==> config.mk <==
export PLATFORM = sky130hd
export DESIGN_NAME = vga_timing_gen
export DESIGN_NICKNAME = d
export VERILOG_FILES = /design/src/rtl/vga_timing_gen_pkg.sv /design/src/rtl/vga_timing_gen.sv
export SDC_FILE = /design/constraint.sdc
export NUM_CORES = 1
export LEC_CHECK = 0
export BUFFER_PORTS_ARGS = -buffer_cell sky130_fd_sc_hd__buf_4
export CORE_UTILIZATION = 53
export CTS_CLUSTER_SIZE = 14
export DETAILED_ROUTE_END_ITERATION = 8
export PLACE_DENSITY = 0.76
export SYNTH_ARGS = -nofsm -noshare
export SYNTH_HDL_FRONTEND = slang
export SYNTH_SLANG_ARGS = --single-unit
export TNS_END_PERCENT = 30
==> constraint.sdc <==
create_clock -name pclk -period 3.8 [get_ports pclk]
set_input_delay 0.19 -clock pclk [delete_from_list [all_inputs] [get_ports pclk]]
set_output_delay 0.19 -clock pclk [all_outputs]
set_load 0.1 [all_outputs]
==> src/rtl/vga_timing_gen_pkg.sv <==
// Shared VGA timing constants: default 800x600 @ 60 Hz (40 MHz pclk) mode,
// derived totals and sync window bounds, reused by downstream drawing stages.
package vga_timing_gen_pkg;

    // Counter width and the largest total it can represent.
    localparam int unsigned CNT_W     = 11;
    localparam int unsigned MAX_TOTAL = 2048;

    typedef logic [CNT_W-1:0] count_t;

    // Default horizontal timing (pixels).
    localparam int unsigned DEF_H_VISIBLE = 800;
    localparam int unsigned DEF_H_FRONT   = 40;
    localparam int unsigned DEF_H_SYNC    = 128;
    localparam int unsigned DEF_H_BACK    = 88;
    localparam int unsigned DEF_H_TOTAL   =
        DEF_H_VISIBLE + DEF_H_FRONT + DEF_H_SYNC + DEF_H_BACK;
    localparam int unsigned DEF_H_SYNC_START = DEF_H_VISIBLE + DEF_H_FRONT;
    localparam int unsigned DEF_H_SYNC_END   = DEF_H_SYNC_START + DEF_H_SYNC;

    // Default vertical timing (lines).
    localparam int unsigned DEF_V_VISIBLE = 600;
    localparam int unsigned DEF_V_FRONT   = 1;
    localparam int unsigned DEF_V_SYNC    = 4;
    localparam int unsigned DEF_V_BACK    = 23;
    localparam int unsigned DEF_V_TOTAL   =
        DEF_V_VISIBLE + DEF_V_FRONT + DEF_V_SYNC + DEF_V_BACK;
    localparam int unsigned DEF_V_SYNC_START = DEF_V_VISIBLE + DEF_V_FRONT;
    localparam int unsigned DEF_V_SYNC_END   = DEF_V_SYNC_START + DEF_V_SYNC;

    // Default sync polarities (1 = active-high).
    localparam bit DEF_H_SYNC_POL = 1'b1;
    localparam bit DEF_V_SYNC_POL = 1'b1;

endpackage

==> src/rtl/vga_timing_gen.sv <==
// VGA raster timing generator. All outputs are registered and computed from the
// next (hcount, vcount) pair, so counts, sync, blank and strobes never skew.
module vga_timing_gen
    import vga_timing_gen_pkg::*;
#(
    parameter int unsigned H_VISIBLE  = DEF_H_VISIBLE,
    parameter int unsigned H_FRONT    = DEF_H_FRONT,
    parameter int unsigned H_SYNC     = DEF_H_SYNC,
    parameter int unsigned H_BACK     = DEF_H_BACK,
    parameter int unsigned V_VISIBLE  = DEF_V_VISIBLE,
    parameter int unsigned V_FRONT    = DEF_V_FRONT,
    parameter int unsigned V_SYNC     = DEF_V_SYNC,
    parameter int unsigned V_BACK     = DEF_V_BACK,
    parameter bit          H_SYNC_POL = DEF_H_SYNC_POL,
    parameter bit          V_SYNC_POL = DEF_V_SYNC_POL
) (
    input  logic             pclk,
    input  logic             rst,
    output logic [CNT_W-1:0] hcount_out,
    output logic             hsync_out,
    output logic             hblnk_out,
    output logic [CNT_W-1:0] vcount_out,
    output logic             vsync_out,
    output logic             vblnk_out,
    output logic             frame_start,
    output logic             line_end
);

    localparam int unsigned H_TOTAL = H_VISIBLE + H_FRONT + H_SYNC + H_BACK;
    localparam int unsigned V_TOTAL = V_VISIBLE + V_FRONT + V_SYNC + V_BACK;

    // Totals must fit the 11-bit counters; refuse to elaborate otherwise.
    if (H_TOTAL > MAX_TOTAL || V_TOTAL > MAX_TOTAL || H_TOTAL == 0 || V_TOTAL == 0)
    begin : g_total_guard
        $error("vga_timing_gen: H_TOTAL/V_TOTAL must be in 1..2048");
    end

    // Bounds are kept 12 bits wide: a sync end may equal 2048, one past the
    // largest 11-bit count.
    localparam logic [CNT_W:0] H_LAST_W     = (CNT_W+1)'(H_TOTAL - 1);
    localparam logic [CNT_W:0] H_VIS_W      = (CNT_W+1)'(H_VISIBLE);
    localparam logic [CNT_W:0] H_SYNC_BEG_W = (CNT_W+1)'(H_VISIBLE + H_FRONT);
    localparam logic [CNT_W:0] H_SYNC_END_W = (CNT_W+1)'(H_VISIBLE + H_FRONT + H_SYNC);
    localparam logic [CNT_W:0] V_LAST_W     = (CNT_W+1)'(V_TOTAL - 1);
    localparam logic [CNT_W:0] V_VIS_W      = (CNT_W+1)'(V_VISIBLE);
    localparam logic [CNT_W:0] V_SYNC_BEG_W = (CNT_W+1)'(V_VISIBLE + V_FRONT);
    localparam logic [CNT_W:0] V_SYNC_END_W = (CNT_W+1)'(V_VISIBLE + V_FRONT + V_SYNC);

    count_t hcount_q, hcount_d;
    count_t vcount_q, vcount_d;
    logic   hsync_q, hsync_d;
    logic   hblnk_q, hblnk_d;
    logic   vsync_q, vsync_d;
    logic   vblnk_q, vblnk_d;
    logic   frame_start_q, frame_start_d;
    logic   line_end_q, line_end_d;
    logic   h_wrap, v_wrap;

    // Next-state for both counters and every flag, derived from the next counts.
    always_comb begin
        h_wrap        = ({1'b0, hcount_q} == H_LAST_W);
        v_wrap        = ({1'b0, vcount_q} == V_LAST_W);
        hcount_d      = h_wrap ? '0 : hcount_q + count_t'(1);
        vcount_d      = vcount_q;
        if (h_wrap) begin
            vcount_d = v_wrap ? '0 : vcount_q + count_t'(1);
        end
        hblnk_d       = ({1'b0, hcount_d} >= H_VIS_W);
        hsync_d       = ~H_SYNC_POL;
        if ({1'b0, hcount_d} >= H_SYNC_BEG_W && {1'b0, hcount_d} < H_SYNC_END_W) begin
            hsync_d = H_SYNC_POL;
        end
        vblnk_d       = ({1'b0, vcount_d} >= V_VIS_W);
        vsync_d       = ~V_SYNC_POL;
        if ({1'b0, vcount_d} >= V_SYNC_BEG_W && {1'b0, vcount_d} < V_SYNC_END_W) begin
            vsync_d = V_SYNC_POL;
        end
        line_end_d    = ({1'b0, hcount_d} == H_LAST_W);
        // Only a real wrap raises the strobe; the (0,0) of reset never does.
        frame_start_d = h_wrap && v_wrap;
    end

    // Horizontal state: pixel counter plus its per-pixel flags.
    always_ff @(posedge pclk) begin
        if (rst) begin
            hcount_q   <= '0;
            hsync_q    <= ~H_SYNC_POL;
            hblnk_q    <= 1'b0;
            line_end_q <= 1'b0;
        end else begin
            hcount_q   <= hcount_d;
            hsync_q    <= hsync_d;
            hblnk_q    <= hblnk_d;
            line_end_q <= line_end_d;
        end
    end

    // Vertical state: line counter, per-line flags and the frame strobe.
    always_ff @(posedge pclk) begin
        if (rst) begin
            vcount_q      <= '0;
            vsync_q       <= ~V_SYNC_POL;
            vblnk_q       <= 1'b0;
            frame_start_q <= 1'b0;
        end else begin
            vcount_q      <= vcount_d;
            vsync_q       <= vsync_d;
            vblnk_q       <= vblnk_d;
            frame_start_q <= frame_start_d;
        end
    end

    assign hcount_out  = hcount_q;
    assign hsync_out   = hsync_q;
    assign hblnk_out   = hblnk_q;
    assign vcount_out  = vcount_q;
    assign vsync_out   = vsync_q;
    assign vblnk_out   = vblnk_q;
    assign frame_start = frame_start_q;
    assign line_end    = line_end_q;

endmodule

* Word-level counts from Yosys, hierarchy flattened
Index checks and enable logic that the tools add are counted.
Operators by class: $lt $le $gt $ge 6, muxes and demuxes 5, $add $sub $neg 2, equal/unequal tests 3, reduce and logical (&&, ||, !) cells 3
Operators with widths (number):
- $ge A11 B10 Y1 const B | 4
- $mux W11 | 3
- $add A11 B1 Y11 const B | 2
- $eq A11 B11 Y1 const B | 2
- $lt A11 B10 Y1 const B | 2
- $eq A11 B10 Y1 const B | 1
- $logic_and A1 B1 Y1 | 3
- $mux W1 | 2
Storage, ports and cells: logic and storage cells 27, flip-flop bits (word level) 28, output and inout port bits 28, bits of input ports 2

* Longest topological paths before layout
Gate-level depths: netlist of run 1.
depth in word-level cells 6, mapped depth 8, gate-level depth less buffers 7

* Worst setup path after synthesis of run 1
OpenSTA, ideal clock, no wires.
path type register to register, start reg hcount_q[0], in the netlist hcount_out[0], end reg vsync_q, in the netlist vsync_out, path buffers 1, arrival time 3127 ps, cell stages (with the launch flop) 9, setup slack 587 ps, period minus slack after synthesis 3213 ps, required time 3713 ps, library setup time 87 ps, path through dfxtp_1 -> ha_1 -> nand4_1 -> or3_1 -> buf_6 -> nor4_2 -> a21oi_1 -> or3_4 -> nor4b_4
Between the ends: longest elaborated chain between the ends 5, elaborated cells between the ends (all ways) 6, classes of those cells order compare: 2; eq/ne: 1; mux: 2; reduce/logical: 1
RTL lines:
- start, declared | RTL line vga_timing_gen.sv:49 | count_t hcount_q, hcount_d;
- start signal, assigned | RTL line vga_timing_gen.sv:91 | hcount_q <= hcount_d;
- $eq A11 B11 Y1 (*) | RTL line vga_timing_gen.sv:61 | h_wrap = ({1'b0, hcount_q} == H_LAST_W);
- $mux W11 (*) | RTL line vga_timing_gen.sv:65 | if (h_wrap) begin
- $ge A11 B10 Y1 or $lt A11 B10 Y1 (tied branches) | RTL line vga_timing_gen.sv:75 | if ({1'b0, vcount_d} >= V_SYNC_BEG_W && {1'b0, vcount_d} < V_SYNC_END_W) begin
- $logic_and A1 B1 Y1 (*) | RTL line vga_timing_gen.sv:75
- $mux W1 (*) | RTL line vga_timing_gen.sv:75
- end signal, assigned | RTL line vga_timing_gen.sv:102 | vsync_q <= ~V_SYNC_POL;
- end signal, assigned | RTL line vga_timing_gen.sv:107 | vsync_q <= vsync_d;
- end, declared | RTL line vga_timing_gen.sv:53 | logic vsync_q, vsync_d;
Mark *: on every way between the ends. The rest lies on a longest branch, timed or not. A chain may end at the register's enable or synchronous reset.

* Worst setup path in the final report of run 1
Same ends and word-level chain as after synthesis.

==> results of run 1 <==
==> final timing paths <==
| path | from | end | slack (ns) |
|---|---|---|---|
| worst max-delay path | hcount_out[0] | vsync_out | 1.06 |
| worst min-delay path | rst | hcount_out[1] | 0.19 |
| worst max register to register | hcount_out[0] | vsync_out | 1.06 |
| worst min register to register | hcount_out[0] | hcount_out[0] | 0.57 |
==> power by group through the flow <==
stage | logic, mW | clock network [mW] | registers, mW
after global placement | 0.0366 | 0 | 0.307
final | 0.0369 | 0.198 | 0.301
after detailed placement | 0.0370 | 0 | 0.308
after global routing | 0.0391 | 0.213 | 0.302
after floorplan | 0.0123 | 0 | 0.325
after CTS | 0.0369 | 0.203 | 0.301
==> placed cells by master, fill, tap and decap left out, drive strengths merged, types with 3 or more instances in the layout <==
master   n
a21oi   11
and2     4
and4     4
buf     30
clkbuf   3
dfxtp   28
ha       3
inv      4
nand2   15
nand3    8
nand4   11
nor2    26
nor3    13
nor4     4
o21ai    8
xnor2   10
xor2     7
==> cell type report <==
cell class | count | area (um2) | area share
inverters | 4 | 15.0 | 0.00791
clock buffers | 3 | 22.5 | 0.0119
multi-input cells | 156 | 991 | 0.522
clock inverters | 1 | 30.0 | 0.0158
flip-flops and latches | 28 | 561 | 0.295
repair buffers | 30 | 225 | 0.119
well taps | 44 | 55.1 | 0.0290
==> kinds of logic (layout without fill, tap and decap cells) <==
family	after synthesis	count (layout)	share of synthesized area
AO/OA/AOI/OAI	38	38	0.151
XOR/XNOR	17	17	0.0877
adder cells (fa/ha/maj)	3	3	0.0221
buffers and inverters	20	38	0.0862
flip-flops	28	28	0.330
multiplexers	1	1	0.00590
AND/OR/NAND/NOR	97	97	0.317
==> worst register-to-register path: stages (launching register included) <==
cell and delay, ns:
dfxtp_1 0.46, ha_1 0.30, nand4_1 0.25, or3_1 0.60, nor4_2 0.31, a21oi_1 0.09, or3_4 0.42, nor4b_4 0.26
==> flip-flops by register name (all words and copies together) (netlist names) <==
| name | count |
|---|---|
| frame_start | 1 |
| hblnk_out | 1 |
| hcount_out | 11 |
| hsync_out | 1 |
| line_end | 1 |
| vblnk_out | 1 |
| vcount_out | 11 |
| vsync_out | 1 |
==> metal layers <==
| layer | vias to the layer above | routed length (um) |
|---|---|---|
| met4 | 0 | 89 |
| met5 | - | 0 |
| met3 | 10 | 185 |
| met1 | 739 | 1680 |
| li1 | 780 | - |
| met2 | 59 | 1920 |
==> flow_metrics.tcl, run 1 <==
set metrics [dict create \
    diodes 0 \
    vias_per_cell 5.97 \
    fmax_mhz 365 \
    rsz0062_at_grt "no" \
    final_area_um2 1900 \
    synthToLayoutAreaGrowth_pct 11.9 \
    ant_nets 0 \
    grt_start_max_net_pins 24 \
    ys_async_sr_fraction 0 \
    path_cells "ha_1 -> nand4_1 -> or3_1 -> nor4_2 -> a21oi_1 -> or3_4 -> nor4b_4" \
    min_path_type "input pin to register" \
    dp_hpwl_um 2780 \
    wl_per_cell_um 14.6 \
    setup_viol 0 \
    grt_use_met2 0.409 \
    rows 20 \
    powerDensity_nw_per_um2 283 \
    cp_top_family "simple AND/OR/NAND/NOR gates" \
    drv_cap 0 \
    max_stage_delay_ns 0.60 \
    grtUsageMet1 0.304 \
    grt_pass1_vias 1414 \
    cts-root-buf "clkbuf_4" \
    postSynthAreaPerCell_um2 8.32 \
    ys.flop_type "dfxtp_1" \
    synthCells 204 \
    critical_path_buf_inv_count 0 \
    relSlewSlack 0.715 \
    synth.most_common_cell "dfxtp_1" \
    place.gp.congestion 0.894 \
    syn-num-nets 209 \
    fin_cells 266 \
    die_w_um 58.6 \
    crit_slowest_cell "or3_1" \
    min_path_cells 2 \
    swShare 0.233 \
    p_sw_uw 125 \
    start_kind "register" \
    worst_pin_slew_ns 0.417 \
    n_fill_cell 297 \
    grt_pass1_wl_um 6350 \
    fin_crit_ns 2.74 \
    peakVddDrop_uv 171 \
    synth_cell_types 48 \
    p_leak_nw 0.701 \
    wl_um 3870 \
    cts_setup_buffers 0 \
    cts_tree "yes" \
    fin_setup_tns_ns 0 \
    finalMaxSlewViolations 0 \
    crit_type "register to register" \
    ys_seq_area_frac 0.330 \
    reg2regPathDepth 7 \
    power.clock.fraction 0.370 \
    portBuffers 29 \
    grtUsageTotal 0.243 \
    gr-total-overflow 0 \
    io_pins 30 \
    netlist_top_cells_count "dfxtp_1 (28), nor2_1 (26), nand2_1 (15), nor3_1 (12)" \
    cp_data_required_time_ns 4.07 \
    ys_ff_latch 28 \
    synth_edf_count 0 \
    hold_viol 0 \
    power_uw 537 \
    start_util 0.556 \
    grt_busiest_layer "met2" \
    die_h_um 58.6 \
    ys_warn_count 0 \
    cts_max_path_buffers 2 \
    comb_power_share 0.069 \
    post-route-period-util 0.721 \
    status "completed" \
    synth_area_um2 1700 \
    critPathCaptureType "register" \
    synth.top_cell.area_share 0.330 \
    p_seq_frac 0.562 \
    whs_ns 0.187 \
    setup_ws_ns 1.06 \
    numCtsBuffers 3 \
    place_area_um2 1850 \
    synthTopCellsByArea "dfxtp_1 (33%), buf_6 (6.0%), nor2_1 (5.7%)" \
    finalNetCount 228 \
    die_area_um2 3430 \
    htree_levels 1 \
    drcViolationCount 0 \
    preCtsSetupSlack_ns 1.09 \
    first_iter_violations 54 \
    clock_latency_ns 0.34 \
    intPower_uw 411 \
    skew_ns 0.0129 \
    first_pass_iters 4 \
    grt_use_met3 0.0374 \
    vias 1588 \
    layout-drive-gt1-share 0.189 \
    ctsResizeCount 0 \
    cp.depth 7 \
    finish.utilization 0.622 \
    synth_top_cell_by_area "dfxtp_1" \
    holdBufCountCts 0 \
    core-area_um2 3050 \
    placed_cells 262 \
    path_max_fanout 10 \
    cts_sinks 28 \
    antenna_found_initial 0 \
    clkTransAtPathRegs_ns 0.16 \
    crit_arrival_ns 3.01 \
]
No activity file was read; power rests on OpenSTA's default activity.
==> inputs of run 2 (changes only) <==
clock period = 2.86 ns   (was 3.8 ns; I/O delays follow)
==> flow_metrics.tcl, run 2 (same netlist as run 1, synthesis figures left out) <==
set metrics [dict create \
    whs_ns 0.155 \
    worstHoldStart "rst" \
    vias 1540 \
    dp_hpwl_um 2660 \
    setup_viol 0 \
    comb_power_share 0.077 \
    r2r_slack_ns 0.38 \
    worst_pin_slew_ns 0.403 \
    intPower_uw 483 \
    clock_latency_ns 0.31 \
    cp_data_required_time_ns 3.10 \
    rsz0062_at_grt "no" \
    reg2regPathDepth 7 \
    die_area_um2 3430 \
    min_path_type "input pin to register" \
    crit_type "register to register" \
    endpoint "vsync_out" \
    drcViolationCount 0 \
    mostFrequentLayoutCell "buf_4" \
    clkTransAtPathRegs_ns 0.14 \
    grt_start_max_net_pins 24 \
    startpoint "hcount_out[0]" \
    diodes 0 \
    die_w_um 58.6 \
    drv_cap 0 \
    holdBufCountCts 0 \
    antenna_found_initial 0 \
    rows 20 \
    hold_viol 0 \
    io_pins 30 \
    p_sw_uw 153 \
    status "completed" \
    die_h_um 58.6 \
    cts_setup_buffers 0 \
    core-area_um2 3050 \
    skew_ns 0.00186 \
    cts_max_path_buffers 2 \
    fin_crit_ns 2.48 \
    synthToLayoutAreaGrowth_pct 11.9 \
    fmax_mhz 404 \
    finalNetCount 229 \
    start_kind "register" \
    layout-drive-gt1-share 0.229 \
    grtUsageTotal 0.229 \
    first_iter_violations 59 \
    cts_sinks 28 \
    htree_levels 1 \
    place.gp.congestion 0.884 \
    most-common-layout-cells "buf_4 (31), nor2_1 (26), dfxtp_1 (20)" \
    path_max_fanout 7 \
    ctsResizeCount 0 \
    grt_pass1_wl_um 6090 \
    fin_setup_tns_ns 0 \
    relSlewSlack 0.724 \
    portBuffers 29 \
    swShare 0.241 \
    finalMaxSlewViolations 0 \
    preCtsSetupSlack_ns 0.412 \
    wl_per_cell_um 13.6 \
    rr_endpoint "vsync_out" \
    vias_per_cell 5.77 \
    p_seq_frac 0.630 \
    grt_pass1_vias 1335 \
    cts_tree "yes" \
    peakVddDrop_uv 149 \
    crit-reg2reg-launch "hcount_out[0]" \
    setup_ws_ns 0.382 \
    p_leak_nw 0.702 \
    numCtsBuffers 3 \
    cts-root-buf "clkbuf_4" \
    ant_nets 0 \
    critPathCaptureType "register" \
    start_util 0.556 \
    post-route-period-util 0.866 \
    wl_um 3640 \
    powerDensity_nw_per_um2 335 \
    power.clock.fraction 0.293 \
    power_uw 636 \
    first_pass_iters 4 \
    gr-total-overflow 0 \
    crit_arrival_ns 2.72 \
]
[run 2: cell count changes in the layout (fill, tap and decap cells not counted)]
cell	before	now
bufinv_16	1	0
dfxtp_1	28	20
dfxtp_2	0	8
buf_4	30	31
clkbuf_8	0	1
[run 2: power groups by stage]
stage,Clock [mW],Sequential (mW),Combinational (mW)
after floorplan,0,0.433,0.0161
after global placement,0,0.409,0.0490
after detailed placement,0,0.410,0.0496
after CTS,0.199,0.401,0.0496
after global routing,0.217,0.402,0.0517
final,0.186,0.401,0.0490
[run 2: worst min path at each step]
stage	cells after the start	slack [ns]	endpoint
global placement	1	0.46	hcount_out[0]
finish	2	0.16	hcount_out[1]
global route	2	0.13	hcount_out[1]
detailed placement	1	0.49	hcount_out[0]
CTS	2	0.15	hcount_out[1]
floorplan	1	0.22	hcount_out[2]
[run 2: per-stage QoR]
step / util / cells / instance area (um2)
detailed placement: 0.611 / 263 / 1860
finish: 0.623 / 267 / 1900
global placement: 0.611 / 263 / 1860
CTS: 0.623 / 267 / 1900
global route: 0.623 / 267 / 1900
floorplan: - / 204 / 1710
[run 2: area by class of cell]
cell class	instances	area (um2)
tap	44	55.1
multi-input combinational	156	991
sequential	28	571
clock buffer	4	36.3
fill	310	1150
timing repair buffer	31	233
inverter	4	15.0
[run 2: worst max-delay path, stage by stage, from the launching register on]
cell and delay (ns):
dfxtp_2 0.41, ha_1 0.27, nand4_1 0.23, or3_1 0.47, nor4_2 0.26, a21oi_1 0.08
or3_4 0.42, nor4b_4 0.26
[run 2: routing by layer]
layer  vias to the layer above  global-route usage  part of all wire
met4                         0              0.0884             0.017
met2                        34               0.401              0.49
met3                         6              0.0286             0.031
li1                        778                   -                 -
met1                       722               0.288              0.46
met5                         -                   0                 0
